--- config.mk ---
export PLATFORM = sky130hd
export DESIGN_NAME = uart_tx_arbiter
export DESIGN_NICKNAME = d
export VERILOG_FILES = /design/src/rtl/uart_tx_arbiter.sv
export SDC_FILE = /design/constraint.sdc
export NUM_CORES = 1
export LEC_CHECK = 0
export ABC_AREA = 0
export CORE_UTILIZATION = 40
export DETAILED_ROUTE_END_ITERATION = 8
export DONT_BUFFER_PORTS = 1
export MAX_ROUTING_LAYER = met4
export PLACE_DENSITY = 0.59
export SYNTH_ARGS = -nofsm -noshare
export SYNTH_HDL_FRONTEND = slang
export SYNTH_SLANG_ARGS = --single-unit
--- constraint.sdc ---
create_clock -name clk -period 2.2 [get_ports clk]
set_clock_uncertainty 0.05 [all_clocks]
set_input_delay 0.44 -clock clk [delete_from_list [all_inputs] [get_ports clk]]
set_output_delay 0.44 -clock clk [all_outputs]
set_load 0.03 [all_outputs]
--- src/rtl/uart_tx_arbiter.sv ---
// Shared UART transmitter fed by two byte producers through a round-robin arbiter.
// Frames are start bit, DBIT data bits LSB first, then SB_TICK ticks of stop.
module uart_tx_arbiter #(
    parameter int unsigned DBIT    = 8,
    parameter int unsigned SB_TICK = 16
) (
    input  logic            clk,
    input  logic            rst_n,
    input  logic            s_tick,
    input  logic            req0,
    input  logic [DBIT-1:0] data0,
    input  logic            req1,
    input  logic [DBIT-1:0] data1,
    output logic            gnt0,
    output logic            gnt1,
    output logic            owner,
    output logic            busy,
    output logic            tx_done_tick,
    output logic            tx
);
    localparam int unsigned SW = (SB_TICK > 16) ? 5 : 4;
    localparam int unsigned NW = (DBIT > 1) ? $clog2(DBIT) : 1;
    localparam logic [SW-1:0] BIT_LAST  = SW'(15);
    localparam logic [SW-1:0] STOP_LAST = SW'(SB_TICK - 1);
    localparam logic [NW-1:0] N_LAST    = NW'(DBIT - 1);

    typedef enum logic [1:0] {
        IDLE,
        START,
        DATA,
        STOP
    } state_t;

    state_t          state_q, state_d;
    logic [SW-1:0]   s_cnt_q, s_cnt_d;
    logic [NW-1:0]   n_cnt_q, n_cnt_d;
    logic [DBIT-1:0] b_reg_q, b_reg_d;
    logic [DBIT-1:0] b_shift;
    logic            last_q, last_d;
    logic            owner_q, owner_d;
    logic            gnt0_q, gnt0_d;
    logic            gnt1_q, gnt1_d;
    logic            done_q, done_d;
    logic            tx_q, tx_d;
    logic            pick;

    assign b_shift = b_reg_q >> 1;

    always_comb begin
        state_d = state_q;
        s_cnt_d = s_cnt_q;
        n_cnt_d = n_cnt_q;
        b_reg_d = b_reg_q;
        last_d  = last_q;
        owner_d = owner_q;
        gnt0_d  = 1'b0;
        gnt1_d  = 1'b0;
        done_d  = 1'b0;
        tx_d    = tx_q;
        pick    = 1'b0;

        unique case (state_q)
            IDLE: begin
                tx_d = 1'b1;
                if (req0 || req1) begin
                    // Under contention the requester not served last wins.
                    pick    = (req0 && req1) ? ~last_q : req1;
                    b_reg_d = pick ? data1 : data0;
                    owner_d = pick;
                    last_d  = pick;
                    gnt0_d  = ~pick;
                    gnt1_d  = pick;
                    s_cnt_d = '0;
                    tx_d    = 1'b0;
                    state_d = START;
                end
            end
            START: begin
                if (s_tick) begin
                    if (s_cnt_q == BIT_LAST) begin
                        s_cnt_d = '0;
                        n_cnt_d = '0;
                        tx_d    = b_reg_q[0];
                        state_d = DATA;
                    end else begin
                        s_cnt_d = s_cnt_q + SW'(1);
                    end
                end
            end
            DATA: begin
                if (s_tick) begin
                    if (s_cnt_q == BIT_LAST) begin
                        s_cnt_d = '0;
                        b_reg_d = b_shift;
                        if (n_cnt_q == N_LAST) begin
                            tx_d    = 1'b1;
                            state_d = STOP;
                        end else begin
                            n_cnt_d = n_cnt_q + NW'(1);
                            tx_d    = b_shift[0];
                        end
                    end else begin
                        s_cnt_d = s_cnt_q + SW'(1);
                    end
                end
            end
            STOP: begin
                if (s_tick) begin
                    if (s_cnt_q == STOP_LAST) begin
                        s_cnt_d = '0;
                        done_d  = 1'b1;
                        state_d = IDLE;
                    end else begin
                        s_cnt_d = s_cnt_q + SW'(1);
                    end
                end
            end
        endcase
    end

    always_ff @(posedge clk or negedge rst_n) begin
        if (!rst_n) begin
            state_q <= IDLE;
            s_cnt_q <= '0;
            n_cnt_q <= '0;
            b_reg_q <= '0;
            last_q  <= 1'b1;
            owner_q <= 1'b0;
            gnt0_q  <= 1'b0;
            gnt1_q  <= 1'b0;
            done_q  <= 1'b0;
            tx_q    <= 1'b1;
        end else begin
            state_q <= state_d;
            s_cnt_q <= s_cnt_d;
            n_cnt_q <= n_cnt_d;
            b_reg_q <= b_reg_d;
            last_q  <= last_d;
            owner_q <= owner_d;
            gnt0_q  <= gnt0_d;
            gnt1_q  <= gnt1_d;
            done_q  <= done_d;
            tx_q    <= tx_d;
        end
    end

    assign gnt0         = gnt0_q;
    assign gnt1         = gnt1_q;
    assign owner        = owner_q;
    assign busy         = (state_q != IDLE);
    assign tx_done_tick = done_q;
    assign tx           = tx_q;
endmodule

# --- Word level (Yosys, flattened, before mapping) ---
# Cells that the tools add are included.
word_totals:
  output_inout_bits: 6
  mem_bits_rw: 0
  n_memories: 0
  register_bits: 23
  latch_bits: 0
  inputBits: 21
  rom_bits: 0
classes:
  n_bitwise: 2
  addsub: 2
  shifts: 0
  n_eq_ne: 15
  n_lt_le_gt_ge: 0
  div: 0
  n_mul: 0
  n_reduce_logical: 14
  n_mux: 39
op_table:
  columns: ["op", "count"]
  rows:
  - ["8-bit two-way mux", 4]
  - ["2-bit != test (second input constant)", 9]
  - ["2-bit two-way mux", 8]
  - ["8-bit one-hot mux with 2 select lines", 1]
  - ["3-bit two-way mux", 5]
  - ["1-bit two-way mux", 14]
  - ["4-bit two-way mux", 3]
  - ["2-bit one-hot mux with 4 select lines", 1]
  - ["4-bit one-hot mux with 2 select lines", 1]
  - ["8-bit AND reduction", 1]
  - ["3-bit one-hot mux with 2 select lines", 1]
  - ["6-bit AND reduction", 1]
  - ["2-bit nonzero test", 3]
  - ["5-bit AND reduction", 1]
  - ["4-bit by 1-bit adder with 4-bit output (second input constant)", 1]
  - ["2-bit == test (second input constant)", 2]
  - ["4-bit == test (second input constant)", 1]
  - ["2-bit AND reduction", 2]
  - ["4-bit AND reduction", 1]
  - ["3-bit by 1-bit adder with 3-bit output (second input constant)", 1]
  - ["3-bit == test (second input constant)", 1]
  - ["1-bit one-hot mux with 3 select lines", 1]
  - ["3-bit nonzero test", 1]
  - ["3-bit OR reduction", 1]
  - ["other kinds (6)", 7]

# --- Longest topological paths before layout ---
depth:
  word_depth: 5
  depth_mapped: 7
  mapped_depth_nobuf: 6

# --- Worst setup path after synthesis ---
# OpenSTA, ideal clock, no wires.
synth_path:
  kind: "reg2reg"
  startpoint: "reg state_q[0]"
  endpoint: "reg state_q[1]"
  period_less_slack_ps: 1920
  required_ps: 2025
  slack_ps: 280
  stages_incl_launch_ff: 6
  arrival_time_ps: 1745
  cell_sequence: "dfrtp_1 > inv_1 > ha_1 > or3b_2 > o2111ai_1 > mux2_2"
synth_between:
  elab_chain_cells: 3
synth_lines:
  columns: ["item", "line_no", "rtl"]
  rows:
  - ["from (decl)", "34", "state_t state_q, state_d;"]
  - ["from (signal assigned)", "134", "state_q <= state_d;"]
  - ["2-bit == test, or another cell as far along", "62", "unique case (state_q)"]
  - ["2-bit != test (no source line)", null, null]
  - ["8-bit AND reduction (no source line)", null, null]
# Several ways; a longest one is shown, not always the timed one.
# A chain may end at the register's enable or synchronous reset.

# --- Final worst setup path ---
# Ends and elaborated chain as after synthesis.

==> impl_summary.log <==
INFO  metric run_status = finished clean
INFO  metric worstSetupPathDepth = 5
INFO  metric worstPathCellList = inv_1 -> ha_2 -> or3b_2 -> o2111ai_1 -> mux2_2
INFO  metric antenna-diode-count = 0
INFO  metric drt_first_iter_violations = 41
INFO  metric area_growth_syn_to_layout = 6.97%
INFO  metric area_enclosed_by_the_die_boundary = 3650 um^2
INFO  metric timing.final.crit_period = 2.04 ns
INFO  metric route.detailed.wl_per_inst = 13.4 um
INFO  metric ports_placed_on_the_boundary = 27
INFO  metric seq_area_frac_synth = 0.424
INFO  metric syn-instance-count = 137
INFO  metric power.net_switching = 0.831 mW
INFO  metric globalRouteOverflowTotal = 0
INFO  metric via_per_inst = 5.22
INFO  metric route.antenna.remaining_nets = 0
INFO  metric timing.critical_path.buf_inv = 1
INFO  metric cp-start-kind = flip-flop
INFO  metric slew_headroom = 0.302
INFO  metric synth.avg_cell_area = 9.95 um^2
INFO  metric placement.io_buffers = 0
INFO  metric cell_area_after_layout = 1460 um^2
INFO  metric cpLargestDelayFamily = simple AND/OR/NAND/NOR gates
INFO  metric hold_end = gnt1
INFO  metric post_synth_xor_area_fraction = 0
INFO  metric path_max_fanout = 8
INFO  metric yosys.area.top_type = sky130_fd_sc_hd__dfrtp_1
INFO  metric cts.path.max_buffers = 2
INFO  metric timing.setup.tns = 0 ns
INFO  metric netlist-cell-type-count = 35
INFO  metric ys_dominant_reg_cell = sky130_fd_sc_hd__dfrtp_1
INFO  metric fraction_of_power_consumed_by_sequential_logic = 0.410
INFO  metric start_util = 0.433
INFO  metric numClockSinks = 23
INFO  metric most-common-layout-cells = sky130_fd_sc_hd__dfrtp_1, sky130_fd_sc_hd__nand2_1, sky130_fd_sc_hd__o21ai_0
INFO  metric share_clk_of_total_power = 0.106
INFO  metric worstHoldPathCells = 1
INFO  metric worstPathRequired = 2.37 ns
INFO  metric globalplace.congestion = 0.805
INFO  metric r2r.worst_path.cells = 5
INFO  metric synth_fp_nets = 168
INFO  metric clock_insertion_delay_worst_skew = 0.32 ns
INFO  metric hpwl = 1880 um
INFO  metric max-vdd-ir-drop = 0.000572 V
INFO  metric dr.pass1.iters = 4
INFO  metric drv_slew = 0
INFO  metric antenna_found_initial = 0
INFO  metric postPlaceCellArea = 1420 um^2
INFO  metric cell_area_after_technology_mapping = 1360 um^2
INFO  metric synthesis.yosys.warnings = 0
INFO  metric unrepaired_setup_endpoints_after_global_routing = false
INFO  metric drt_wl_total = 2490 um
INFO  metric cts.reportedPaths.clkPinSlew = 0.13 ns
INFO  metric rows = 20
INFO  metric crit_arrival = 2.21 ns
INFO  metric die_h = 60.4 um
INFO  metric r2r_end = state_q[1]
INFO  metric synth_top_family_by_area = multiplexers
INFO  metric netlist_top_cells_area = sky130_fd_sc_hd__dfrtp_1, sky130_fd_sc_hd__ha_1, sky130_fd_sc_hd__mux2i_1
INFO  metric timing.final.setup_violations = 0
INFO  metric chip_width = 60.4 um
INFO  metric grt_pass1_vias = 972
INFO  metric worst_min_path_class = input pin to flip-flop
INFO  metric cp-startpoint = state_q[0]
INFO  metric ys_ff_latch = 23
INFO  metric clockRootBuffer = sky130_fd_sc_hd__clkbuf_4
INFO  metric layout_commonest_cell = sky130_fd_sc_hd__dfrtp_1
INFO  metric timing.max_cap.violations = 0
INFO  metric switching_share = 0.422
INFO  metric core = 3150 um^2
INFO  metric synthSimpleGateAreaFrac = 0.153
INFO  metric hold_viol = 0
INFO  metric power.share.combinational = 0.484
INFO  metric synth-compound-area-share = 0.141
INFO  metric setup.reg_to_reg.worst_slack = 0.16 ns
INFO  metric layout-drive-gt1-share = 0.121
INFO  metric intPower = 1.14 mW
INFO  metric fillerInstances = 316
INFO  metric setup.worst_path.class = flip-flop to flip-flop
INFO  metric route.detailed.drc = 0
INFO  metric number_of_synthesized_flops_with_an_enable_pin = 0
INFO  metric worstReg2RegStart = state_q[0]
INFO  metric tritoncts = done
INFO  metric p_leak = 0.655 nW
INFO  metric clock_tree.htree_level_count = 1
INFO  metric tightest_slew = 1.04 ns
INFO  metric hp-start = req0
INFO  metric p_per_area = 1350 nW/um^2
INFO  metric worst_setup_path_end_kind = flip-flop
INFO  metric grt_first_pass_wirelength = 4270 um
INFO  metric adder_cell_area_share_of_the_yosys_netlist = 0.0917
INFO  metric clock.fmax = 490 MHz
INFO  metric max_stage_delay = 0.47 ns
INFO  metric crit_path_top_delay_cell = sky130_fd_sc_hd__or3b_2
INFO  metric routed-via-count = 966
INFO  metric post-synth-top-area-fraction = 0.385
INFO  metric grtUsageTotal = 0.167
INFO  metric final_net_count = 173
INFO  metric async_flop_share = 1.00
INFO  metric grt_max_degree = 24
INFO  metric final_min_period_over_clock_period = 0.928
INFO  metric tritoncts.num_buffers = 3
INFO  metric synth.area.mux_share = 0.155
INFO  metric final_core_utilization = 0.463
[layer usage]
metal  track usage  up-vias  wire length (um)
met5             -        -                 0
met4        0.0764        0                40
met3        0.0384        6                99
met2         0.268       21              1200
met1         0.197      449              1150
li1              -      490                 -
[how the worst max path moves through the flow]
| stage | to |
|---|---|
| 6_report | state_q[1] |
| 5_1_grt | s_cnt_q[3] |
| 4_1_cts | b_reg_q[2] |
| 3_5_place_dp | b_reg_q[6] |
| 3_3_place_gp | b_reg_q[3] |
| 2_1_floorplan | state_q[1] |
[power by group through the flow]
stage | Combinational [mW] | Clock [mW] | Sequential [mW]
finish | 0.953 | 0.208 | 0.807
global route | 1.10 | 0.223 | 0.834
floorplan | 0.794 | 0 | 0.784
detailed placement | 0.948 | 0 | 0.818
CTS | 0.960 | 0.214 | 0.809
global placement | 0.911 | 0 | 0.810
[kinds of logic (layout without fill, tap and decap cells)]
| logic type | count (synthesis) | count (layout) |
|---|---|---|
| muxes | 20 | 20 |
| and+or+nand+nor | 42 | 42 |
| adders and majority gates | 10 | 10 |
| AOI/OAI and AO/OA | 32 | 32 |
| DFF | 23 | 23 |
| buffers and inverters | 10 | 14 |
[through the flow]
stage	std cells	power [mW]	setup slack (ns)	hold slack (ns)
after floorplan	137	1.58	0.280	0.0944
after global routing	185	2.15	0.00776	0.120
after detailed placement	180	1.77	0.0830	0.0951
after CTS	185	1.98	0.0586	0.119
after global placement	180	1.72	0.181	0.0950
final	185	1.97	0.158	0.127
[layout make-up]
| type | instances | area, um^2 | area share |
|---|---|---|---|
| tap | 44 | 55.1 | 0.0377 |
| clock buffer | 4 | 26.3 | 0.0180 |
| sequential | 23 | 578 | 0.396 |
| timing repair buffer | 4 | 32.5 | 0.0223 |
| inverter | 6 | 22.5 | 0.0154 |
| multi-input combinational | 104 | 744 | 0.510 |
[cell usage after synthesis (all sizes together) (2+ instances only)]
library cell  instances
o21ai                17
mux2i                11
inv                   6
nor3b                 2
dfstp                 2
nor2                  7
nand2b                3
nand2                19
mux2                  9
ha                   10
a21oi                 5
and3                  2
nor2b                 3
dfrtp                21
nand3                 3
buf                   3
a21boi                2
[registers in the layout, summed over array words and instances, names as in the netlist]
register,count
b_reg_q,8
s_cnt_q,4
n_cnt_q,3
state_q,2
gnt0,1
gnt1,1
last_q,1
owner,1
tx,1
tx_done_tick,1
[repair_timing]
item,4_1_cts,5_1_grt
endpoints found under the hold margin,23,0
setup buffers,0,0
hold buffers,1,0
resized for setup,0,4
setup endpoints to repair,0,10
Power figures use the tool's default switching activity.
